$ cat src/rtl/mips_multicycle_control_pkg.sv
// ============================================================================
// Module : mips_pkg
// Shared state encodings, opcode/funct constants and ALU codes for the
// multicycle MIPS control unit.
// Rev    : 1.0  initial release
// ============================================================================
`default_nettype none

package mips_pkg;

    typedef logic [3:0] state_t;

    localparam state_t ST_FETCH    = 4'd0;
    localparam state_t ST_DECODE   = 4'd1;
    localparam state_t ST_MEMADR   = 4'd2;
    localparam state_t ST_MEMREAD  = 4'd3;
    localparam state_t ST_MEMWB    = 4'd4;
    localparam state_t ST_MEMWRITE = 4'd5;
    localparam state_t ST_EXECUTE  = 4'd6;
    localparam state_t ST_ALUWB    = 4'd7;
    localparam state_t ST_BRANCH   = 4'd8;
    localparam state_t ST_ADDIEXEC = 4'd9;
    localparam state_t ST_ADDIWB   = 4'd10;
    localparam state_t ST_JUMP     = 4'd11;

    localparam logic [5:0] OP_RTYPE = 6'b000000;
    localparam logic [5:0] OP_LW    = 6'b100011;
    localparam logic [5:0] OP_SW    = 6'b101011;
    localparam logic [5:0] OP_BEQ   = 6'b000100;
    localparam logic [5:0] OP_ADDI  = 6'b001000;
    localparam logic [5:0] OP_J     = 6'b000010;

    localparam logic [5:0] FN_ADD = 6'b100000;
    localparam logic [5:0] FN_SUB = 6'b100010;
    localparam logic [5:0] FN_AND = 6'b100100;
    localparam logic [5:0] FN_OR  = 6'b100101;
    localparam logic [5:0] FN_SLT = 6'b101010;

    localparam logic [2:0] ALU_ADD = 3'b010;
    localparam logic [2:0] ALU_SUB = 3'b110;
    localparam logic [2:0] ALU_AND = 3'b000;
    localparam logic [2:0] ALU_OR  = 3'b001;
    localparam logic [2:0] ALU_SLT = 3'b111;

    localparam logic [1:0] ALUOP_ADD   = 2'b00;
    localparam logic [1:0] ALUOP_SUB   = 2'b01;
    localparam logic [1:0] ALUOP_FUNCT = 2'b10;

    function automatic logic opcode_supported(input logic [5:0] op);
        return (op == OP_RTYPE) || (op == OP_LW) || (op == OP_SW) ||
               (op == OP_BEQ) || (op == OP_ADDI) || (op == OP_J);
    endfunction

endpackage

`default_nettype wire

$ cat src/rtl/mips_multicycle_control_if.sv
// ============================================================================
// Module : mips_multicycle_control_if
// Instruction fields and datapath control lines around the control unit.
// Rev    : 1.0  initial release
// ============================================================================
`default_nettype none

interface mips_multicycle_control_if;
    logic [5:0] opcode;
    logic [5:0] funct;
    logic       zero;
    logic       iOrD;
    logic       irWrite;
    logic       memWrite;
    logic       memtoReg;
    logic       regDst;
    logic       regWrite;
    logic       aluSrcA;
    logic [1:0] aluSrcB;
    logic [1:0] pcSrc;
    logic       pcEn;
    logic [2:0] aluControl;
    logic       illegal;

    modport master (
        output opcode, funct, zero,
        input  iOrD, irWrite, memWrite, memtoReg, regDst, regWrite,
               aluSrcA, aluSrcB, pcSrc, pcEn, aluControl, illegal
    );

    modport slave (
        input  opcode, funct, zero,
        output iOrD, irWrite, memWrite, memtoReg, regDst, regWrite,
               aluSrcA, aluSrcB, pcSrc, pcEn, aluControl, illegal
    );
endinterface

`default_nettype wire

$ cat src/rtl/mips_multicycle_control_alu_decoder.sv
// ============================================================================
// Module : alu_decoder
// Maps (aluOp, funct) to the 3-bit ALU control code and a funct-illegal flag.
// Rev    : 1.0  initial release
// ============================================================================
`default_nettype none

module alu_decoder
    import mips_pkg::*;
(
    input  logic [1:0] alu_op,
    input  logic [5:0] funct,
    output logic [2:0] alu_control,
    output logic       funct_illegal
);

    always_comb begin
        alu_control   = ALU_ADD;
        funct_illegal = 1'b0;
        case (alu_op)
            ALUOP_SUB: alu_control = ALU_SUB;
            ALUOP_FUNCT: begin
                case (funct)
                    FN_ADD:  alu_control = ALU_ADD;
                    FN_SUB:  alu_control = ALU_SUB;
                    FN_AND:  alu_control = ALU_AND;
                    FN_OR:   alu_control = ALU_OR;
                    FN_SLT:  alu_control = ALU_SLT;
                    default: funct_illegal = 1'b1;
                endcase
            end
            default: alu_control = ALU_ADD;
        endcase
    end

endmodule

`default_nettype wire

$ cat src/rtl/mips_multicycle_control.sv
// ============================================================================
// Module : mips_multicycle_control
// Moore FSM sequencing the multicycle MIPS datapath, one state per cycle.
// Rev    : 1.0  initial release
// ============================================================================
`default_nettype none

module mips_multicycle_control
    import mips_pkg::*;
(
    input  logic                           clk,
    input  logic                           reset,
    mips_multicycle_control_if.slave       bus
);

    state_t     r_state;
    state_t     w_next_state;
    logic       w_iord, w_ir_write, w_mem_write, w_memto_reg, w_reg_dst;
    logic       w_reg_write, w_alu_src_a, w_pc_write, w_branch;
    logic [1:0] w_alu_src_b, w_pc_src, w_alu_op;
    logic [2:0] w_alu_control;
    logic       w_funct_illegal;
    logic       w_illegal;

    always_ff @(posedge clk or posedge reset) begin
        if (reset) r_state <= ST_FETCH;
        else       r_state <= w_next_state;
    end

    always_comb begin
        w_next_state = ST_FETCH;
        case (r_state)
            ST_FETCH: w_next_state = ST_DECODE;
            ST_DECODE: begin
                case (bus.opcode)
                    OP_LW, OP_SW: w_next_state = ST_MEMADR;
                    OP_RTYPE:     w_next_state = ST_EXECUTE;
                    OP_BEQ:       w_next_state = ST_BRANCH;
                    OP_ADDI:      w_next_state = ST_ADDIEXEC;
                    OP_J:         w_next_state = ST_JUMP;
                    default:      w_next_state = ST_FETCH;
                endcase
            end
            ST_MEMADR:   w_next_state = (bus.opcode == OP_SW) ? ST_MEMWRITE : ST_MEMREAD;
            ST_MEMREAD:  w_next_state = ST_MEMWB;
            ST_EXECUTE:  w_next_state = w_funct_illegal ? ST_FETCH : ST_ALUWB;
            ST_ADDIEXEC: w_next_state = ST_ADDIWB;
            default:     w_next_state = ST_FETCH;
        endcase
    end

    always_comb begin
        w_iord      = 1'b0;
        w_ir_write  = 1'b0;
        w_mem_write = 1'b0;
        w_memto_reg = 1'b0;
        w_reg_dst   = 1'b0;
        w_reg_write = 1'b0;
        w_alu_src_a = 1'b0;
        w_alu_src_b = 2'b00;
        w_pc_src    = 2'b00;
        w_alu_op    = ALUOP_ADD;
        w_pc_write  = 1'b0;
        w_branch    = 1'b0;
        case (r_state)
            ST_FETCH: begin
                w_alu_src_b = 2'b01;
                w_ir_write  = 1'b1;
                w_pc_write  = 1'b1;
            end
            ST_DECODE:   w_alu_src_b = 2'b11;
            ST_MEMADR, ST_ADDIEXEC: begin
                w_alu_src_a = 1'b1;
                w_alu_src_b = 2'b10;
            end
            ST_MEMREAD:  w_iord = 1'b1;
            ST_MEMWB: begin
                w_memto_reg = 1'b1;
                w_reg_write = 1'b1;
            end
            ST_MEMWRITE: begin
                w_iord      = 1'b1;
                w_mem_write = 1'b1;
            end
            ST_EXECUTE: begin
                w_alu_src_a = 1'b1;
                w_alu_op    = ALUOP_FUNCT;
            end
            ST_ALUWB: begin
                w_reg_dst   = 1'b1;
                w_reg_write = 1'b1;
            end
            ST_BRANCH: begin
                w_alu_src_a = 1'b1;
                w_alu_op    = ALUOP_SUB;
                w_pc_src    = 2'b01;
                w_branch    = 1'b1;
            end
            ST_ADDIWB:   w_reg_write = 1'b1;
            ST_JUMP: begin
                w_pc_src   = 2'b10;
                w_pc_write = 1'b1;
            end
            default: ;
        endcase
    end

    alu_decoder u_alu_decoder (
        .alu_op        (w_alu_op),
        .funct         (bus.funct),
        .alu_control   (w_alu_control),
        .funct_illegal (w_funct_illegal)
    );

    assign w_illegal = ((r_state == ST_DECODE) && !opcode_supported(bus.opcode)) ||
                       ((r_state == ST_EXECUTE) && w_funct_illegal);

    // Write strobes are gated by reset so an abort never leaks a partial write.
    assign bus.iOrD       = w_iord;
    assign bus.irWrite    = w_ir_write & ~reset;
    assign bus.memWrite   = w_mem_write & ~reset;
    assign bus.memtoReg   = w_memto_reg;
    assign bus.regDst     = w_reg_dst;
    assign bus.regWrite   = w_reg_write & ~reset;
    assign bus.aluSrcA    = w_alu_src_a;
    assign bus.aluSrcB    = w_alu_src_b;
    assign bus.pcSrc      = w_pc_src;
    assign bus.pcEn       = (w_pc_write | (w_branch & bus.zero)) & ~reset;
    assign bus.aluControl = w_alu_control;
    assign bus.illegal    = w_illegal & ~reset;

endmodule

`default_nettype wire

$ cat src/flat_wrapper.sv
// flat-port wrapper written by rule: the top's interface ports become plain ports
module mips_multicycle_control_flat import mips_pkg::*;
  (clk, reset, bus_opcode, bus_funct, bus_zero, bus_iOrD, bus_irWrite, bus_memWrite, bus_memtoReg, bus_regDst, bus_regWrite, bus_aluSrcA, bus_aluSrcB, bus_pcSrc, bus_pcEn, bus_aluControl, bus_illegal);
  mips_multicycle_control_if bus_i ();
  input  logic clk;
  input  logic reset;
  input wire logic [$bits(bus_i.opcode)-1:0] bus_opcode;
  input wire logic [$bits(bus_i.funct)-1:0] bus_funct;
  input wire logic [$bits(bus_i.zero)-1:0] bus_zero;
  output wire logic [$bits(bus_i.iOrD)-1:0] bus_iOrD;
  output wire logic [$bits(bus_i.irWrite)-1:0] bus_irWrite;
  output wire logic [$bits(bus_i.memWrite)-1:0] bus_memWrite;
  output wire logic [$bits(bus_i.memtoReg)-1:0] bus_memtoReg;
  output wire logic [$bits(bus_i.regDst)-1:0] bus_regDst;
  output wire logic [$bits(bus_i.regWrite)-1:0] bus_regWrite;
  output wire logic [$bits(bus_i.aluSrcA)-1:0] bus_aluSrcA;
  output wire logic [$bits(bus_i.aluSrcB)-1:0] bus_aluSrcB;
  output wire logic [$bits(bus_i.pcSrc)-1:0] bus_pcSrc;
  output wire logic [$bits(bus_i.pcEn)-1:0] bus_pcEn;
  output wire logic [$bits(bus_i.aluControl)-1:0] bus_aluControl;
  output wire logic [$bits(bus_i.illegal)-1:0] bus_illegal;
  assign bus_i.opcode = bus_opcode;
  assign bus_i.funct = bus_funct;
  assign bus_i.zero = bus_zero;
  assign bus_iOrD = bus_i.iOrD;
  assign bus_irWrite = bus_i.irWrite;
  assign bus_memWrite = bus_i.memWrite;
  assign bus_memtoReg = bus_i.memtoReg;
  assign bus_regDst = bus_i.regDst;
  assign bus_regWrite = bus_i.regWrite;
  assign bus_aluSrcA = bus_i.aluSrcA;
  assign bus_aluSrcB = bus_i.aluSrcB;
  assign bus_pcSrc = bus_i.pcSrc;
  assign bus_pcEn = bus_i.pcEn;
  assign bus_aluControl = bus_i.aluControl;
  assign bus_illegal = bus_i.illegal;
  mips_multicycle_control u_core (.clk(clk), .reset(reset), .bus(bus_i));
endmodule
$ cat config.mk
export PLATFORM = sky130hd
export DESIGN_NAME = mips_multicycle_control_flat
export DESIGN_NICKNAME = d
export VERILOG_FILES = /design/src/rtl/mips_multicycle_control_pkg.sv /design/src/rtl/mips_multicycle_control_if.sv /design/src/rtl/mips_multicycle_control_alu_decoder.sv /design/src/rtl/mips_multicycle_control.sv /design/src/flat_wrapper.sv
export SDC_FILE = /design/constraint.sdc
export NUM_CORES = 1
export LEC_CHECK = 0
export BUFFER_PORTS_ARGS = -buffer_cell sky130_fd_sc_hd__buf_4
export CAP_MARGIN = 0
export CORE_MARGIN = 2
export CORE_UTILIZATION = 46
export CTS_BUF_LIST = sky130_fd_sc_hd__clkbuf_4
export DETAILED_ROUTE_END_ITERATION = 7
export PLACE_DENSITY = 0.78
export SETUP_SLACK_MARGIN = 0.05
export SYNTH_ARGS = -nofsm -noshare
export SYNTH_HDL_FRONTEND = slang
export SYNTH_SLANG_ARGS = --single-unit
$ cat constraint.sdc
create_clock -name clk -period 2.1 [get_ports clk]
set_input_delay 0.42 -clock clk [delete_from_list [all_inputs] [get_ports clk]]
set_output_delay 0.42 -clock clk [all_outputs]
set_load 0.01 [all_outputs]
==> results.cfg <==
[layout]
largest_reg_flops = 4
nets = 138
largest_register = u_core.r_state
drive_above_1_share = 0.546
syn2layout_area_growth_pct = 66.0
final_area_sq_um = 1010
reg_top3 = u_core.r_state x4
stdcell_count = 134
antenna_cells = 0

[setup_path]
worstPathCellList = nand2b_4, nor2_4, ha_4, inv_2, a31o_4, o31ai_4, buf_6
crit_type = reg -> out
cp-end-kind = output pin
rrSetupSlack_ns = 0.34
cp_slowest_cell = dfrtp_2
path_max_fanout = 4
rr_worst_depth = 7
required_ns = 1.68
critPathMaxStageDelay_ns = 0.43
startpoint_type = flip-flop
cp.arrival_ns = 1.76
r2r_start = u_core.r_state[3]
r2r_end = u_core.r_state[1]

[floorplan]
die_h_um = 40.4
initial_core_util = 0.481
num_rows = 13
ios = 31
die_area_sq_um = 1630
core_area_sq_um = 1270
die_w_um = 40.4

[route]
first_iter_violations = 14
drcViolationCount = 0
num_vias = 755
dr.pass1.iters = 4
ant_nets = 0
post_drt_wl_per_cell_um = 14.5
wirelength_um = 1950
routed_via_density = 5.63

[power]
pwr_density_cell_nw_per_um2 = 864
power_mw = 0.876
combPwrFrac = 0.719
seqPwrFrac = 0.163
p_sw_mw = 0.384
p_clk_frac = 0.118
ir_drop_uv = 700
p_sw_frac = 0.439
p_int_mw = 0.491
p_leak_nw = 0.423

[logic_synthesis]
ys_seq_elements = 4
yosysWarnings = 0
seq_area_frac_synth = 0.164
yosysTopAreaCell = dfrtp_1
synth_common_cells = nor3_1, nor2_1, inv_1
synth_cell_type_count = 36
synth.most_common_cell = nor3_1
syn-num-nets = 95
avgSynthCellArea_sq_um = 7.83
synth_top_area_share = 0.164
synthArstFlopShare = 1.00
synth-edff-count = 0
netlist_top_cells_area = dfrtp_1, nor3_1, buf_6, a31oi_1, ha_1
synthFlopType = dfrtp_1
syn_area_sq_um = 611
syn_inst = 78

[clocking]
clk_path_buf_depth = 2
cts_tree = done
hold_buffers = 0
cts.reportedPaths.clkPinSlew_ns = 0.04
cts_root_buffer = clkbuf_4
numCtsBuffers = 3
cts_sinks = 4
ctsHtreeMaxLevel = 1
clock_latency_ns = 0.25

[sta]
relSlewSlack = 0.788
setup_viol = 3
final_hold_viol_count = 0
grt_setup_unrepaired = yes
drv_slew = 0
timing.final.ws_setup_ns = -0.0801
fin_crit_ns = 2.18
fmax_mhz = 459
period_share = 1.04
worst_slew_pin_slew_ns = 0.318
skew_ns = 0.00627

[run]
maxCapViolCount = 0

[global_routing]
grt_pass1_wl_um = 2520
grt_max_degree = 9
grt.total_usage = 0.223
antenna_found_initial = 0
grt_overflow = 0
grt_pass1_vias = 628

[place]
hpwl_um = 1290
gp_congestion = 0.792
place_area_sq_um = 853
placed_cells = 124
port_buffers = 30

[run_status]
status = complete, but fails checks
violations = setup timing

[min_path]
min_path_type = in -> async
==> per-layer routing <==
| layer | track usage | vias up | part of all wire |
|---|---|---|---|
| met1 | 0.273 | 349 | 0.42 |
| li1 | - | 365 | - |
| met4 | 0.0833 | 0 | 0.026 |
| met2 | 0.409 | 33 | 0.50 |
| met3 | 0 | 8 | 0.054 |
| met5 | 0 | - | 0 |
==> worst max-delay path, delay by kind of cell, from the launching register on <==
| kind | cells | cell delay, ns |
|---|---|---|
| flip-flops | 1 | 0.43 |
| AO/OA/AOI/OAI | 2 | 0.39 |
| AND/OR/NAND/NOR | 2 | 0.34 |
| adder cells (fa/ha/maj) | 1 | 0.18 |
| buffers and inverters | 2 | 0.17 |
==> worst max-delay path by stage <==
stage                 startpoint  cells after the start                 to  slack (ns)
3_3_place_gp   u_core.r_state[3]                      7        bus_illegal        0.11
2_1_floorplan  u_core.r_state[2]                      5  bus_aluControl[1]         0.1
4_1_cts        u_core.r_state[3]                      7        bus_illegal       -0.02
3_5_place_dp   u_core.r_state[3]                      7        bus_illegal        0.07
5_1_grt        u_core.r_state[3]                      7        bus_illegal       -0.13
6_report       u_core.r_state[3]                      7        bus_illegal       -0.08
==> per-stage QoR <==
stage	setup WS [ns]	util	hold slack, ns	TNS (ns)
global route	-0.128	0.799	0.140	-0.334
CTS	-0.0205	0.757	0.132	-0.0237
detailed placement	0.0710	0.673	0.373	0
global placement	0.106	0.673	0.365	0
floorplan	0.0954	-	0.186	0
finish	-0.0801	0.799	0.123	-0.171
==> logic make-up after synthesis <==
group	after synthesis	share of synthesized area
multiplexers	2	0.0328
adder cells (fa/ha/maj)	2	0.0410
XOR/XNOR	3	0.0430
buffers and inverters	10	0.100
flip-flops	4	0.164
AO/OA/AOI/OAI	23	0.250
AND/OR/NAND/NOR	34	0.369
==> layout by cell type (no fill, tap or decap), types with 2 or more instances in the layout <==
cell,Yosys,final
nor2_1,6,6
xor2_1,2,2
a211oi_1,2,2
nand2b_1,3,2
a21oi_1,3,3
inv_1,5,3
ha_4,0,2
buf_6,3,2
nor3b_1,2,2
nand3_1,2,2
mux2i_1,2,2
nand2_1,4,4
nor2_4,2,2
inv_2,1,2
a211o_1,2,2
o21ai_1,2,2
o21ai_0,3,3
dfrtp_2,0,3
clkbuf_4,0,3
buf_4,0,40
a31oi_1,4,4
nand2b_4,1,3
nor3_1,7,7
==> repair_timing <==
| action | 4_1_cts | 5_1_grt |
|---|---|---|
| endpoints found under the setup margin | 3 | 4 |
| gates resized for setup | 8 | 13 |
| buffers inserted | 6 | 1 |
| endpoints found under the hold margin | 0 | 0 |
| pin swaps | 3 | 4 |
==> power by group through the flow <==
stage,Clock [mW],Sequential (mW),Combinational (mW)
finish,0.103,0.142,0.630
global route,0.107,0.146,0.683
CTS,0.0969,0.136,0.587
floorplan,0,0.125,0.342
detailed placement,0,0.146,0.510
global placement,0,0.145,0.502
==> area by class of cell <==
type	count	area, sq um
repair buffers	42	323
fillers	76	255
flip-flops and latches	4	104
inverters	6	27.5
multi-input cells	64	518
clock buffers	3	22.5
well taps	15	18.8
No activity file was read; power rests on OpenSTA's default activity.
